## src/rtl/ram_responder.sv

```systemverilog
// ram_responder: serves 32-bit word requests from the cache arbiter as two 16-bit halfword
// accesses (low half first). Optional macro RAM_RESPONDER_MASK_SKIP_EN skips all-zero-mask write phases.
module ram_responder #(
    parameter int ADDR_WIDTH  = 26,
    parameter int WAIT_CYCLES = 2
) (
    input  logic                  Clock,
    input  logic                  Reset,
    input  logic                  Schreiben,
    input  logic                  Lesen,
    input  logic [ADDR_WIDTH-1:0] Adresse,
    input  logic [31:0]           SchreibDaten,
    input  logic [3:0]            WriteMask,
    output logic [31:0]           LeseDaten,
    output logic                  RAMFertig,
    output logic [ADDR_WIDTH:0]   MemAdresse,
    output logic [15:0]           MemDatenAus,
    input  logic [15:0]           MemDatenEin,
    output logic                  MemSchreiben,
    output logic                  MemLesen,
    output logic [1:0]            MemByteEnable
);
    typedef enum logic [2:0] {IDLE, LOW, HIGH, DONE, GAP} state_t;

    localparam int               CNT_W    = $clog2(WAIT_CYCLES + 1);
    localparam logic [CNT_W-1:0] CNT_LOAD = CNT_W'(WAIT_CYCLES - 1);
    localparam logic [CNT_W-1:0] CNT_ONE  = CNT_W'(1);

    state_t                state_q;
    logic [CNT_W-1:0]      cnt_q;
    logic [ADDR_WIDTH-1:0] adr_q;
    logic [15:0]           dat_hi_q;
    logic [1:0]            msk_hi_q;
    logic                  wr_q;

    logic skip_lo_in;
    logic skip_hi_in;
    logic skip_hi_q;

`ifdef RAM_RESPONDER_MASK_SKIP_EN
    assign skip_lo_in = Schreiben && (WriteMask[1:0] == 2'b00);
    assign skip_hi_in = Schreiben && (WriteMask[3:2] == 2'b00);
    assign skip_hi_q  = wr_q && (msk_hi_q == 2'b00);
`else
    assign skip_lo_in = 1'b0;
    assign skip_hi_in = 1'b0;
    assign skip_hi_q  = 1'b0;
`endif

    // The low phase is set up straight from the request inputs, so only the high half is latched.
    always_ff @(posedge Clock) begin
        if (Reset) begin
            state_q       <= IDLE;
            cnt_q         <= '0;
            LeseDaten     <= '0;
            RAMFertig     <= 1'b0;
            MemAdresse    <= '0;
            MemDatenAus   <= '0;
            MemSchreiben  <= 1'b0;
            MemLesen      <= 1'b0;
            MemByteEnable <= '0;
        end else begin
            RAMFertig <= 1'b0;
            case (state_q)
                IDLE: begin
                    if (Schreiben || Lesen) begin
                        adr_q    <= Adresse;
                        dat_hi_q <= SchreibDaten[31:16];
                        msk_hi_q <= WriteMask[3:2];
                        wr_q     <= Schreiben;
                        cnt_q    <= CNT_LOAD;
                        if (skip_lo_in && skip_hi_in) begin
                            state_q   <= DONE;
                            RAMFertig <= 1'b1;
                        end else if (skip_lo_in) begin
                            state_q       <= HIGH;
                            MemAdresse    <= {Adresse, 1'b1};
                            MemDatenAus   <= SchreibDaten[31:16];
                            MemByteEnable <= WriteMask[3:2];
                            MemSchreiben  <= 1'b1;
                            MemLesen      <= 1'b0;
                        end else begin
                            state_q       <= LOW;
                            MemAdresse    <= {Adresse, 1'b0};
                            MemDatenAus   <= SchreibDaten[15:0];
                            MemByteEnable <= Schreiben ? WriteMask[1:0] : 2'b11;
                            MemSchreiben  <= Schreiben;
                            MemLesen      <= !Schreiben;
                        end
                    end
                end
                LOW: begin
                    if (cnt_q == '0) begin
                        if (!wr_q) LeseDaten[15:0] <= MemDatenEin;
                        cnt_q <= CNT_LOAD;
                        if (skip_hi_q) begin
                            state_q       <= DONE;
                            RAMFertig     <= 1'b1;
                            MemSchreiben  <= 1'b0;
                            MemLesen      <= 1'b0;
                            MemByteEnable <= '0;
                        end else begin
                            state_q       <= HIGH;
                            MemAdresse    <= {adr_q, 1'b1};
                            MemDatenAus   <= dat_hi_q;
                            MemByteEnable <= wr_q ? msk_hi_q : 2'b11;
                        end
                    end else begin
                        cnt_q <= cnt_q - CNT_ONE;
                    end
                end
                HIGH: begin
                    if (cnt_q == '0) begin
                        if (!wr_q) LeseDaten[31:16] <= MemDatenEin;
                        state_q       <= DONE;
                        RAMFertig     <= 1'b1;
                        MemSchreiben  <= 1'b0;
                        MemLesen      <= 1'b0;
                        MemByteEnable <= '0;
                    end else begin
                        cnt_q <= cnt_q - CNT_ONE;
                    end
                end
                // The requester still holds its request during GAP, so it is not looked at there.
                DONE:    state_q <= GAP;
                GAP:     state_q <= IDLE;
                default: state_q <= IDLE;
            endcase
        end
    end
endmodule
```

## config.mk

```make
export PLATFORM = sky130hd
export DESIGN_NAME = ram_responder
export DESIGN_NICKNAME = d
export VERILOG_FILES = /design/src/rtl/ram_responder.sv
export SDC_FILE = /design/constraint.sdc
export NUM_CORES = 1
export LEC_CHECK = 0
export ABC_AREA = 1
export ABC_CLOCK_PERIOD_IN_PS = 8800
export CELL_PAD_IN_SITES_DETAIL_PLACEMENT = 0
export CELL_PAD_IN_SITES_GLOBAL_PLACEMENT = 1
export CORE_AREA = 2 2 128 117
export CTS_CLUSTER_SIZE = 10
export DETAILED_ROUTE_END_ITERATION = 8
export DIE_AREA = 0 0 130 119
export PLACE_DENSITY = 0.93
export SETUP_SLACK_MARGIN = 0.02
export SYNTH_ARGS = -nofsm -noshare
export SYNTH_HDL_FRONTEND = slang
export SYNTH_SLANG_ARGS = --single-unit
export TNS_END_PERCENT = 100
```

## constraint.sdc

```tcl
create_clock -name Clock -period 8.8 [get_ports Clock]
set_input_delay 1.76 -clock Clock [delete_from_list [all_inputs] [get_ports Clock]]
set_output_delay 1.76 -clock Clock [all_outputs]
set_load 0.05 [all_outputs]
```

==> results of run 1 <==
==> flip-flops by register name (all words and copies together), names as in the netlist <==
register and flops:
MemAdresse 27, MemDatenAus 16, MemByteEnable 2, state_q 3, wr_q 1, dat_hi_q 16, LeseDaten 32, cnt_q 2
adr_q 26, MemSchreiben 1, MemLesen 1, msk_hi_q 2, RAMFertig 1
==> layout make-up <==
type | instances | share of cell area [%]
flip-flops and latches | 130 | 41.5
multi-input cells | 415 | 24.1
repair buffers | 165 | 22.3
clock buffers | 26 | 7.39
well taps | 198 | 3.37
inverters | 15 | 0.766
clock inverters | 6 | 0.528
==> per-layer routing <==
metal  up-vias  GRT usage [%]  part of all wire [%]
met5         -              0                     0
met4         0           6.05                   1.1
met3        12           6.02                   8.1
met2       154           26.1                    44
met1      1933           22.5                    47
li1       2223              -                     -
==> power by group <==
| part | leakage [nW] | switching, mW | internal (mW) |
|---|---|---|---|
| Combinational | 1.54 | 0.456 | 0.214 |
| Sequential | 1.12 | 0.0473 | 0.718 |
| Clock | 0.287 | 0.253 | 0.426 |
==> cell usage in the layout (no fill, tap or decap), types with 2 or more instances in the layout <==
cell	Yosys	final
a21oi_1	18	18
inv_1	11	10
clkinv_2	0	2
o21ai_0	64	64
clkbuf_16	0	20
clkbuf_1	12	4
edfxtp_1	45	45
nand2_1	158	158
clkdlybuf4s50_1	0	161
inv_2	4	4
nor2_1	139	138
nand3_1	24	24
o21ai_1	2	2
buf_4	3	4
dfxtp_1	85	85
o21bai_1	2	2
inv_4	0	2
clkbuf_8	0	2
ha_1	2	2
==> logic make-up (layout without fill, tap and decap cells) <==
| logic type | after synthesis | in the layout | share of synthesized area, % |
|---|---|---|---|
| adder cells (fa/ha/maj) | 2 | 2 | 0.499 |
| buffers and inverters | 46 | 212 | 4.07 |
| flip-flops | 130 | 130 | 60.9 |
| AND/OR/NAND/NOR | 327 | 327 | 25.8 |
| AO/OA/AOI/OAI | 86 | 86 | 8.69 |
==> worst max-delay path, cell delays in order <==
cell             delay [ns]
clkdlybuf4s50_1        1.03
clkinv_1               0.88
buf_4                  0.50
o21ai_0                0.14
nor2_1                 0.07
==> metrics by stage <==
step	util [%]	instance area, um2	cells	total power [mW]
floorplan	-	5010	591	1.22
global placement	47.2	6770	923	1.44
detailed placement	47.2	6770	923	1.45
CTS	51.2	7350	955	2.13
global route	51.2	7350	955	2.22
finish	51.2	7350	955	2.11
==> worst max-delay path by stage <==
stage | to | start | slack [ns] | depth (start not counted)
after floorplan | adr_q[0]$_DFFE_PP_ | Schreiben | 4.25 | 5
after global placement | LeseDaten[27]$_SDFFE_PP0P_ | Reset | 4.32 | 5
after detailed placement | LeseDaten[19]$_SDFFE_PP0P_ | Reset | 4.26 | 5
after CTS | LeseDaten[5]$_SDFFE_PP0P_ | Reset | 4.67 | 5
after global routing | LeseDaten[25]$_SDFFE_PP0P_ | Reset | 4.42 | 5
final | LeseDaten[5]$_SDFFE_PP0P_ | Reset | 4.68 | 5
==> flow_summary.json, run 1 <==
{
  "status": "complete, no violations",
  "critPathLaunchType": "input port",
  "cts_root_buffer": "clkbuf_16",
  "finalSetupViolCount": 0,
  "synth_ff_type": "dfxtp_1",
  "yosysSeqAreaShare_pct": 60.9,
  "r2r-end": "MemAdresse[0]$_SDFFE_PP0P_",
  "finalWeightedCongestion": 0.852,
  "synthToLayoutAreaGrowth_pct": 46.6,
  "synth_top_area_share_pct": 34.0,
  "cts_tree": "done",
  "wire_per_inst_um": 13.7,
  "wl_um": 13100,
  "clock.fmax_mhz": 243,
  "clock-sinks": 130,
  "layout.nets": 828,
  "initial_core_util_pct": 34.9,
  "tritoncts.num_buffers": 17,
  "path_max_fanout": 36,
  "multiInputGateArea_mm2": 0.00177,
  "finalHoldViolations": 0,
  "yosysWarnings": 0,
  "rrSetupSlack_ns": 6.35,
  "finClkSkew_ns": 0.0133,
  "hold_buffers": 0,
  "worstHoldPathCells": 2,
  "n_fill_cell": 1346,
  "grt_overflow": 0,
  "grt_max_degree": 47,
  "layout_setup_ws_ns": 4.68,
  "post_cts_buffers": 0,
  "ir_worst_vdd_v": 0.000181,
  "crit_type": "input port to flip-flop",
  "setup_tns_ns": 0,
  "dr.pass1.iters": 6,
  "crit_arrival_ns": 4.42,
  "ios": 162,
  "antenna_found_initial": 0,
  "period_share_pct": 46.8,
  "syn-num-nets": 675,
  "grt.total_usage_pct": 17.1,
  "vias": 4322,
  "rsz0062_at_grt": "false",
  "synth_common_cells": "nand2_1 (158), nor2_1 (139), dfxtp_1 (85)",
  "die_w_um": 130,
  "r2r-start": "cnt_q[0]$_SDFFE_PP0P_",
  "worstMarginPinSlew_ns": 0.861,
  "max_cap_viol_count": 0,
  "antenna_left": 0,
  "drive_gt1_share_pct": 5.42,
  "synthTopCellsByArea": "dfxtp_1 (34%), edfxtp_1 (27%), nand2_1 (12%)",
  "antenna_cells": 0,
  "dpl.hpwl_um": 8560,
  "dieArea_mm2": 0.0155,
  "synth_area_mm2": 0.00501,
  "cts_max_path_buffers": 2,
  "hold_start": "MemAdresse[0]$_SDFFE_PP0P_",
  "htreeDepth": 4,
  "hold_class": "flip-flop to flip-flop",
  "synth.most_common_cell": "nand2_1",
  "viasPerCell": 4.53,
  "ys_types": 21,
  "synth_top_area_cell": "dfxtp_1",
  "worst_hold_path.endpoint": "MemAdresse[0]$_SDFFE_PP0P_",
  "core_mm2": 0.0143,
  "critPathCaptureType": "flip-flop",
  "p_per_area_mw_per_mm2": 288,
  "leakage_nw": 2.94,
  "synth_area_per_cell_um2": 8.48,
  "synth-async-reset-ratio_pct": 0,
  "relSlewSlack_pct": 42.4,
  "period_needed_ns": 4.12,
  "ctsResizeCount": 0,
  "clk_latency_ns": 0.42,
  "std_cell_rows": 42,
  "grt_pass1_wl_um": 20400,
  "synth_seq_cells": 130,
  "synth_edf_count": 45,
  "drtIter0Drc": 224,
  "pre_cts_ws_ns": 4.26,
  "syn_inst": 591,
  "cts.clk_slew.worst_paths_ns": 0.06,
  "io_buffers": 161,
  "reg2reg_depth": 7,
  "holdWs_ns": 0.462,
  "maxSlewViolCount": 0,
  "cp.required_ns": 9.10,
  "fp.dieH_um": 119,
  "drcViolationCount": 0,
  "grt_pass1_vias": 4238,
  "register_area_mm2": 0.00305
}
(Power assumes the default switching activity.)
==> inputs of run 2 (changes only) <==
Settings changed: ABC_CLOCK_PERIOD_IN_PS 8800 to 4000, CORE_AREA 2 2 128 117 to 2 2 133 122, DIE_AREA 0 0 130 119 to 0 0 135 124, PLACE_DENSITY 0.93 to 0.87.
Clock period 8.8 ns to 4 ns, I/O delays scaled along.
==> run 2 against run 1 <==
Effect of this change:
- via count is 1.0% higher
- critical path type unchanged
- sequential power is 120% higher
- register-to-register slack worse by 4.7 ns
- count of clock-buffer cells in the layout shrank 7
- largest cell class unchanged
- critical path depth is 3 higher
- clock skew shrank 0.0038 ns
- non-clock buffer count rose by 1
==> flow_summary.json, run 2 (synthesized netlist as in run 1, its figures left out) <==
{
  "antenna_found_initial": 0,
  "initial_core_util_pct": 32.8,
  "cts_max_path_buffers": 2,
  "viasPerCell": 4.55,
  "antenna_left": 0,
  "cp_cell_sequence": "clkdlybuf4s50_1 -> nor2_1 -> inv_1 -> nand3_4 -> nand2_4 -> inv_2 -> nand2_1 -> a21oi_1",
  "regMostFlops": "LeseDaten",
  "cts.clk_slew.worst_paths_ns": 0.06,
  "grt.total_usage_pct": 16.6,
  "ctsResizeCount": 0,
  "vias": 4367,
  "synthToLayoutAreaGrowth_pct": 48.2,
  "grt_pass1_vias": 4225,
  "dpl.hpwl_um": 8800,
  "hold_class": "flip-flop to flip-flop",
  "finalHoldViolations": 0,
  "rsz0062_at_grt": "false",
  "critPathCaptureType": "flip-flop",
  "antenna_cells": 0,
  "post_cts_buffers": 0,
  "worstMarginPinSlew_ns": 0.637,
  "io_buffers": 161,
  "critical_path.top_delay_family": "buffers and inverters",
  "clock-sinks": 130,
  "leakage_nw": 2.97,
  "setup_tns_ns": 0,
  "drive_gt1_share_pct": 5.94,
  "dieArea_mm2": 0.0167,
  "die_w_um": 135,
  "hold_start": "LeseDaten[19]$_SDFFE_PP0P_",
  "maxSlewViolCount": 0,
  "period_share_pct": 62.2,
  "dr.pass1.iters": 5,
  "clk_latency_ns": 0.42,
  "htreeDepth": 4,
  "crit_arrival_ns": 2.83,
  "finalWeightedCongestion": 0.778,
  "slowest_delay_ns": 0.55,
  "std_cell_rows": 43,
  "critPathLaunchType": "input port",
  "grt_max_degree": 67,
  "crit_path_start": "Schreiben",
  "cp.required_ns": 4.34,
  "final_common_cell": "clkdlybuf4s50_1",
  "path_buf_inv": 3,
  "clock.fmax_mhz": 402,
  "cts_tree": "done",
  "crit_type": "input port to flip-flop",
  "r2r-start": "cnt_q[0]$_SDFFE_PP0P_",
  "drtIter0Drc": 215,
  "final_cell_mix": "clkdlybuf4s50_1 (161), nand2_1 (158), nor2_1 (138)",
  "wl_um": 13500,
  "path_max_fanout": 43,
  "max_cap_viol_count": 0,
  "core_mm2": 0.0153,
  "finalSetupViolCount": 0,
  "layout.nets": 829,
  "wire_per_inst_um": 14.1,
  "grt_overflow": 0,
  "ir_worst_vdd_v": 0.000389,
  "period_needed_ns": 2.49,
  "tritoncts.num_buffers": 17,
  "finClkSkew_ns": 0.00952,
  "crit_slowest_cell": "inv_2",
  "grt_pass1_wl_um": 21300,
  "largestRegisters": "LeseDaten (32), MemAdresse (27), adr_q (26)",
  "ios": 162,
  "final_util_pct": 48.6,
  "relSlewSlack_pct": 57.4,
  "p_per_area_mw_per_mm2": 651,
  "hold_buffers": 0,
  "status": "complete, no violations",
  "largest_register_ffs": 32,
  "fp.dieH_um": 124,
  "drcViolationCount": 0,
  "cts_root_buffer": "clkbuf_16"
}
==> run 2: cell type report <==
class                      instances  area (um2)
fill                            1459        7850
sequential                       130        3050
multi-input combinational        415        1770
timing repair buffer             166        1660
clock buffer                      19         454
tap                              202         253
clock inverter                    13         181
inverter                          15        56.3
==> run 2: through the flow <==
step	power, mW	hold WS, ns	instance area [um2]	setup WS, ns	std cells
2_1_floorplan	2.69	0.486	5010	0.412	591
3_3_place_gp	3.19	0.463	6790	1.10	928
3_5_place_dp	3.20	0.472	6790	1.06	928
4_1_cts	4.89	0.486	7430	1.49	960
5_1_grt	5.07	0.501	7430	1.27	960
6_report	4.83	0.479	7430	1.51	960
==> run 2: worst paths after layout <==
check,cells past startpoint,endpoint,slack (ns)
min reg2reg,2,LeseDaten[19]$_SDFFE_PP0P_,0.48
min,2,LeseDaten[19]$_SDFFE_PP0P_,0.48
max,8,MemAdresse[0]$_SDFFE_PP0P_,1.51
max reg2reg,7,MemAdresse[0]$_SDFFE_PP0P_,1.62
==> run 2: layer usage <==
| layer | track usage, % | share of wire (%) | up-vias |
|---|---|---|---|
| met1 | 22.1 | 49 | 1972 |
| met4 | 4.69 | 0.72 | 0 |
| met3 | 5.70 | 7.8 | 11 |
| met2 | 25.9 | 43 | 161 |
| li1 | - | - | 2223 |
| met5 | 0 | 0 | - |
==> run 2: power breakdown <==
part | switching, mW | total, mW | internal (mW)
registers | 0.108 | 1.69 | 1.58
logic | 1.01 | 1.48 | 0.476
clock network | 0.589 | 1.67 | 1.08
total | 1.70 | 4.83 | 3.13
==> run 2: worst reg2reg max path: stages, from the launching register on <==
cell and delay (ns):
dfxtp_1 0.36, inv_1 0.07, ha_1 0.24, nand2_1 0.43, nand2_4 0.39, inv_2 0.55, nand2_1 0.12, a21oi_1 0.14
